[config.mk]
export PLATFORM = sky130hd
export DESIGN_NAME = key_bank
export DESIGN_NICKNAME = d
export VERILOG_FILES = /design/src/rtl/key_bank_pkg.sv /design/src/rtl/key_slot.sv /design/src/rtl/key_bank.sv
export SDC_FILE = /design/constraint.sdc
export NUM_CORES = 1
export LEC_CHECK = 0
export ABC_AREA = 1
export CAP_MARGIN = 40
export CORE_UTILIZATION = 35
export DETAILED_ROUTE_END_ITERATION = 10
export GPL_ROUTABILITY_DRIVEN = 1
export PLACE_DENSITY = 0.64
export SETUP_SLACK_MARGIN = 0.1
export SLEW_MARGIN = 20
export SYNTH_ARGS = -nofsm -noshare
export SYNTH_HDL_FRONTEND = slang
export SYNTH_SLANG_ARGS = --single-unit
[constraint.sdc]
create_clock -name clk -period 3.45 [get_ports clk]
set_clock_uncertainty 0.15 [all_clocks]
set_input_delay 0.5175 -clock clk [delete_from_list [all_inputs] [get_ports clk]]
set_output_delay 0.5175 -clock clk [all_outputs]
set_load 0.05 [all_outputs]
[src/rtl/key_bank_pkg.sv]
// Shared types and constants for the key bank: FSM state encoding,
// byte width and the bytes-per-key helper.
package key_bank_pkg;

    localparam int BYTE_W = 8;

    typedef enum logic [1:0] {
        ST_IDLE   = 2'd0,
        ST_LOAD   = 2'd1,
        ST_COMMIT = 2'd2
    } state_e;

    // Number of byte transfers needed to fill one key register.
    function automatic int bytes_per_key(input int key_w);
        return key_w / BYTE_W;
    endfunction

endpackage : key_bank_pkg

[src/rtl/key_slot.sv]
// One key register of the bank. Written only on commit, wiped by the
// synchronous clear, zeroed by the asynchronous reset.
module key_slot
    import key_bank_pkg::*;
#(
    parameter int KEY_W = 64
) (
    input  logic             clk,
    input  logic             n_rst,
    input  logic             clr_i,
    input  logic             we_i,
    input  logic [KEY_W-1:0] d_i,
    output logic [KEY_W-1:0] q_o
);

    logic [KEY_W-1:0] key_q;
    logic [KEY_W-1:0] key_d;

    // Next value: clear wins over write, otherwise hold.
    always_comb begin
        key_d = key_q;
        if (clr_i) begin
            key_d = '0;
        end else if (we_i) begin
            key_d = d_i;
        end
    end

    // Key storage register.
    always_ff @(posedge clk or negedge n_rst) begin
        if (!n_rst) begin
            key_q <= '0;
        end else begin
            key_q <= key_d;
        end
    end

    assign q_o = key_q;

endmodule : key_slot

[src/rtl/key_bank.sv]
// Bank of NUM_KEYS key registers loaded byte-serially (MSB first) from the
// I2C byte stream. A load stages all bytes in a shift register and writes
// the target slot in a single COMMIT cycle, so a slot never shows a
// partially loaded key. key_valid marks slots holding a committed key.
//
// Byte handshake: a byte is transferred on a rising edge where
// byte_valid && byte_ready. byte_ready is high only in LOAD and is forced
// low while clear is high; byte_valid may drop for any number of cycles.
module key_bank
    import key_bank_pkg::*;
#(
    parameter  int NUM_KEYS = 3,
    parameter  int KEY_W    = 64,
    localparam int IDX_W    = $clog2(NUM_KEYS)
) (
    input  logic                clk,
    input  logic                n_rst,
    input  logic                load_start,
    input  logic [IDX_W-1:0]    load_idx,
    input  logic [7:0]          byte_in,
    input  logic                byte_valid,
    output logic                byte_ready,
    input  logic                clear,
    input  logic [IDX_W-1:0]    rd_sel,
    output logic [KEY_W-1:0]    key_out,
    output logic [NUM_KEYS-1:0] key_valid,
    output logic                busy,
    output logic                load_done,
    output logic                err,
    output logic [1:0]          dbg_state
);

    localparam int                BPK        = bytes_per_key(KEY_W);
    localparam int                CNT_W      = $clog2(BPK) + 1;
    localparam logic [CNT_W-1:0]  LAST_CNT   = CNT_W'(BPK - 1);
    localparam logic [IDX_W:0]    NUM_KEYS_W = (IDX_W + 1)'(NUM_KEYS);

    state_e                state_q, state_d;
    logic [IDX_W-1:0]      idx_q, idx_d;
    logic [CNT_W-1:0]      cnt_q, cnt_d;
    logic [KEY_W-1:0]      stage_q, stage_d;
    logic [NUM_KEYS-1:0]   valid_q, valid_d;
    logic                  err_q, err_d;
    logic                  commit;
    logic                  accept;

    logic [KEY_W-1:0]      slot_val [NUM_KEYS];

    // FSM next state, staging shift, byte counter, valid flags and error pulse.
    always_comb begin
        state_d = state_q;
        idx_d   = idx_q;
        cnt_d   = cnt_q;
        stage_d = stage_q;
        valid_d = valid_q;
        err_d   = 1'b0;
        commit  = 1'b0;
        accept  = 1'b0;
        if (clear) begin
            // Wipe everything and abort any load in flight.
            state_d = ST_IDLE;
            cnt_d   = '0;
            stage_d = '0;
            valid_d = '0;
        end else begin
            unique case (state_q)
                ST_IDLE: begin
                    if (load_start) begin
                        if ({1'b0, load_idx} < NUM_KEYS_W) begin
                            idx_d            = load_idx;
                            valid_d[load_idx] = 1'b0;
                            cnt_d            = '0;
                            state_d          = ST_LOAD;
                        end else begin
                            err_d = 1'b1;
                        end
                    end
                end
                ST_LOAD: begin
                    // A new request while loading is rejected, the load carries on.
                    if (load_start) begin
                        err_d = 1'b1;
                    end
                    if (byte_valid) begin
                        accept  = 1'b1;
                        stage_d = {stage_q[KEY_W-BYTE_W-1:0], byte_in};
                        cnt_d   = cnt_q + 1'b1;
                        if (cnt_q == LAST_CNT) begin
                            state_d = ST_COMMIT;
                        end
                    end
                end
                ST_COMMIT: begin
                    commit         = 1'b1;
                    valid_d[idx_q] = 1'b1;
                    cnt_d          = '0;
                    state_d        = ST_IDLE;
                end
                default: begin
                    state_d = ST_IDLE;
                end
            endcase
        end
    end

    // Control and staging registers.
    always_ff @(posedge clk or negedge n_rst) begin
        if (!n_rst) begin
            state_q <= ST_IDLE;
            idx_q   <= '0;
            cnt_q   <= '0;
            stage_q <= '0;
            valid_q <= '0;
            err_q   <= 1'b0;
        end else begin
            state_q <= state_d;
            idx_q   <= idx_d;
            cnt_q   <= cnt_d;
            stage_q <= stage_d;
            valid_q <= valid_d;
            err_q   <= err_d;
        end
    end

    // Key registers: only the committing slot is written.
    for (genvar g = 0; g < NUM_KEYS; g++) begin : g_slot
        key_slot #(
            .KEY_W (KEY_W)
        ) u_slot (
            .clk   (clk),
            .n_rst (n_rst),
            .clr_i (clear),
            .we_i  (commit && (idx_q == IDX_W'(g))),
            .d_i   (stage_q),
            .q_o   (slot_val[g])
        );
    end

    // Read mux; an out-of-range select reads as zero.
    always_comb begin
        key_out = '0;
        for (int i = 0; i < NUM_KEYS; i++) begin
            if (rd_sel == IDX_W'(i)) begin
                key_out = slot_val[i];
            end
        end
    end

    assign byte_ready = (state_q == ST_LOAD) && !clear;
    assign busy       = (state_q != ST_IDLE);
    assign load_done  = (state_q == ST_COMMIT) && !clear;
    assign err        = err_q;
    assign key_valid  = valid_q;
    assign dbg_state  = state_q;

    // accept mirrors the handshake for anyone probing the design.
    logic unused_accept;
    assign unused_accept = accept;

endmodule : key_bank

==> impl_metrics.py <==
metrics = {
    "power_and_ir_drop": {
        "total_power_mw": 6.907,
        "vdd_drop_max_uv": 370.3,
        "pwr_density_cell_nw_per_um2": 466.8,
        "p_leak_nw": 6.279,
    },
    "flow_run": {
        "maxCapViolations": 0,
    },
    "global_routing": {
        "grt_max_degree": 129,
        "overflow": 0,
        "grt_pass1_vias": 9451,
        "grt_pass1_wl_um": 52140,
        "track_usage_pct": 19.32,
        "grt_antenna_before_repair": 0,
    },
    "worst_hold_path": {
        "min_path_cells": 2,
        "hp-class": "reg2reg",
    },
    "clocking": {
        "clkTransAtPathRegs_ps": 60,
        "cts_tree": "yes",
        "cts_sinks": 268,
        "clk_path_buf_depth": 3,
        "cts_buffers": 30,
        "h-tree-depth": 1,
        "cts_setup_buffers": 0,
        "cts-root-buf": "clkbuf_16",
        "clk-insertion-delay-late_ps": 550,
    },
    "worst_setup_path": {
        "crit_type": "reg2out",
        "rr_startpoint": "dbg_state[0]",
        "reg2reg_to": "g_slot[0].u_slot.q_o[23]",
        "reg2reg_slack_ps": 1140,
        "critPathMaxStageDelay_ps": 880,
        "required_ps": 2780,
        "crit_family": "buffers and inverters",
        "cp_slowest_cell": "clkdlybuf4s50_1",
        "critPathCaptureType": "output port",
        "start_kind": "register",
        "startpoint": "dbg_state[0]",
        "cp_max_fo": 10,
        "cp_num_buf_inv": 2,
        "endpoint": "load_done",
        "cp.arrival_ps": 2430,
        "worst-path-stages": 4,
        "ff2ff_path_depth": 5,
        "path_cells": "inv_1, nand2_2, nor2_1, clkdlybuf4s50_1",
    },
    "floorplan": {
        "pin_count": 90,
        "die_h_um": 185.4,
        "fp.dieArea_um2": 34360,
        "rows": 66,
        "core_area_um2": 32780,
        "dieWidth_um": 185.4,
        "start_util_pct": 35.90,
    },
    "drt": {
        "routed_via_density": 4.905,
        "drt-wirelength-per-cell_um": 16.42,
        "vias": 9546,
        "wl_um": 31960,
        "detail_route.iter0.violations": 737,
        "dr.pass1.iters": 5,
        "detail-route-antenna-nets": 0,
        "drc_errors": 0,
    },
    "final_layout": {
        "multiInputGateArea_um2": 3769,
        "fill_cells": 3143,
        "num_antenna_cells": 0,
        "nets": 1498,
        "fin_area_um2": 14800,
        "seq_area_um2": 6706,
        "drive_above_1_share_pct": 10.31,
        "synthToLayoutAreaGrowth_pct": 25.74,
    },
    "placement": {
        "gp_routability_congestion": 0.8028,
        "hpwl_um": 19430,
        "port_buffers": 89,
        "dpl_cell_area_um2": 13740,
    },
    "timing": {
        "tns_ps": 0,
        "fin_crit_sh_pct": 89.70,
        "setup-violations-final": 0,
        "rsz0062_at_grt": "false",
        "fmax_ghz": 0.3231,
        "hold_viol_final": 0,
        "finalCriticalPeriod_ps": 3095,
        "max-slew-margin-rel_pct": 49.37,
        "tightest_slew_ps": 756.6,
        "drv_slew": 0,
    },
    "status": {
        "status": "finished, final reports clean",
    },
    "synth": {
        "ys_ff_latch": 268,
        "synth_area_per_cell_um2": 8.323,
        "syn-num-nets": 1432,
        "synth_cell_type_count": 22,
        "syn-cell-area_um2": 11770,
        "yosys_warnings": 0,
        "ys_seq_area_share_pct": 56.98,
        "synthesis.instances": 1414,
    },
}
-- report_power, final --
| group | total (mW) | switching (mW) | leakage [nW] | internal (mW) |
|---|---|---|---|---|
| clock | 3.30 | 1.28 | 0.510 | 2.02 |
| combinational | 0.409 | 0.318 | 2.04 | 0.0902 |
| sequential | 3.20 | 0.0145 | 3.73 | 3.18 |
-- layout by cell type (no fill, tap or decap), types with 2 or more instances in the layout --
| cell type | instances |
|---|---|
| nand2_1 | 371 |
| dfrtp_1 | 268 |
| inv_1 | 259 |
| o21ai_0 | 229 |
| nor2_1 | 84 |
| buf_12 | 63 |
| o221ai_1 | 52 |
| clkbuf_16 | 31 |
| buf_4 | 24 |
| clkdlybuf4s50_1 | 22 |
| o21ai_1 | 21 |
| nand3_1 | 13 |
| o211ai_1 | 12 |
| clkbuf_8 | 11 |
| clkbuf_1 | 7 |
| a21oi_1 | 6 |
| nor2_4 | 4 |
| nand2_2 | 3 |
| o21ai_4 | 3 |
| clkinv_2 | 3 |
| inv_2 | 2 |
| nand4_1 | 2 |
| clkinvlp_4 | 2 |
| bufinv_16 | 2 |
| buf_16 | 2 |
-- layout make-up --
type                            count  share of cell area [%]
Clock inverter                      7                  0.6088
Timing Repair Buffer              114                   11.80
Multi-Input combinational cell    805                   25.47
Clock buffer                       49                   6.443
Inverter                          261                   6.620
Sequential cell                   268                   45.32
Tap cell                          442                   3.737
-- stage by stage --
step / instances / hold slack [ps] / utilization (%) / setup WS, ps
finish: 1946 / 323.1 / 45.14 / 355.4
global route: 1946 / 336.0 / 45.14 / 306.9
CTS: 1946 / 323.8 / 45.14 / 344.8
detailed placement: 1889 / 308.9 / 41.92 / 445.9
global placement: 1887 / 307.8 / 41.76 / 439.5
floorplan: 1414 / 71.91 / - / 1025
-- how the worst min path moves through the flow --
stage	start	end	slack [ps]
after detailed placement	g_slot[1].u_slot.q_o[33]	g_slot[1].u_slot.q_o[33]	310
after global placement	g_slot[1].u_slot.q_o[33]	g_slot[1].u_slot.q_o[33]	310
after global routing	g_slot[1].u_slot.q_o[33]	g_slot[1].u_slot.q_o[33]	340
after floorplan	n_rst	cnt_q[0]	70
final	g_slot[1].u_slot.q_o[33]	g_slot[1].u_slot.q_o[33]	320
after CTS	g_slot[1].u_slot.q_o[33]	g_slot[1].u_slot.q_o[33]	320
-- worst min-delay path, stage by stage (launching register included) --
cell and delay, ps:
dfrtp_1 350, nand2_1 50, nand2_1 40
-- state kept, by name, indices dropped and copies added (netlist names) --
name	flops
dbg_state	2
key_valid	3
err	1
stage_q	64
cnt_q	4
idx_q	2
g_slot.u_slot.q_o	192
-- cells in the mapped netlist --
master / count / area (µm²)
inv_1: 259 / 972.2
nand2_1: 374 / 1404
buf_2: 33 / 165.2
ha_1: 1 / 12.51
clkbuf_1: 35 / 131.4
a21oi_1: 6 / 30.03
o31ai_1: 1 / 7.510
nand4_1: 2 / 12.51
buf_1: 2 / 7.510
o21ai_0: 229 / 1146
buf_4: 10 / 75.07
nand3_1: 13 / 65.06
o211ai_1: 12 / 90.09
o21ai_2: 3 / 26.28
dfrtp_1: 268 / 6706
o221ai_1: 52 / 455.4
nor2_1: 88 / 330.3
or2_2: 1 / 6.260
inv_2: 2 / 7.510
nor2_2: 1 / 6.260
o21ai_1: 21 / 105.1
nand2_2: 1 / 6.260
-- logic make-up after synthesis --
| family | share of synthesized area (%) |
|---|---|
| simple gates | 15.55 |
| buf+inv | 11.55 |
| compound gates | 15.81 |
| flops | 56.98 |
| fa+ha+maj | 0.1063 |
-- routing by layer --
layer | track usage, % | vias to the layer above | share of wire (%)
met4 | 4.496 | 0 | 2.1
li1 | - | 4550 | -
met1 | 28.12 | 4674 | 47
met5 | 0 | - | 0
met3 | 2.497 | 46 | 4.8
met2 | 30.43 | 276 | 46
-- repair_timing --
item,CTS,global route
resized for setup,0,0
hold endpoints to repair,87,0
hold buffers,1,0
Note: power is estimated with default switching activity, not from simulation.
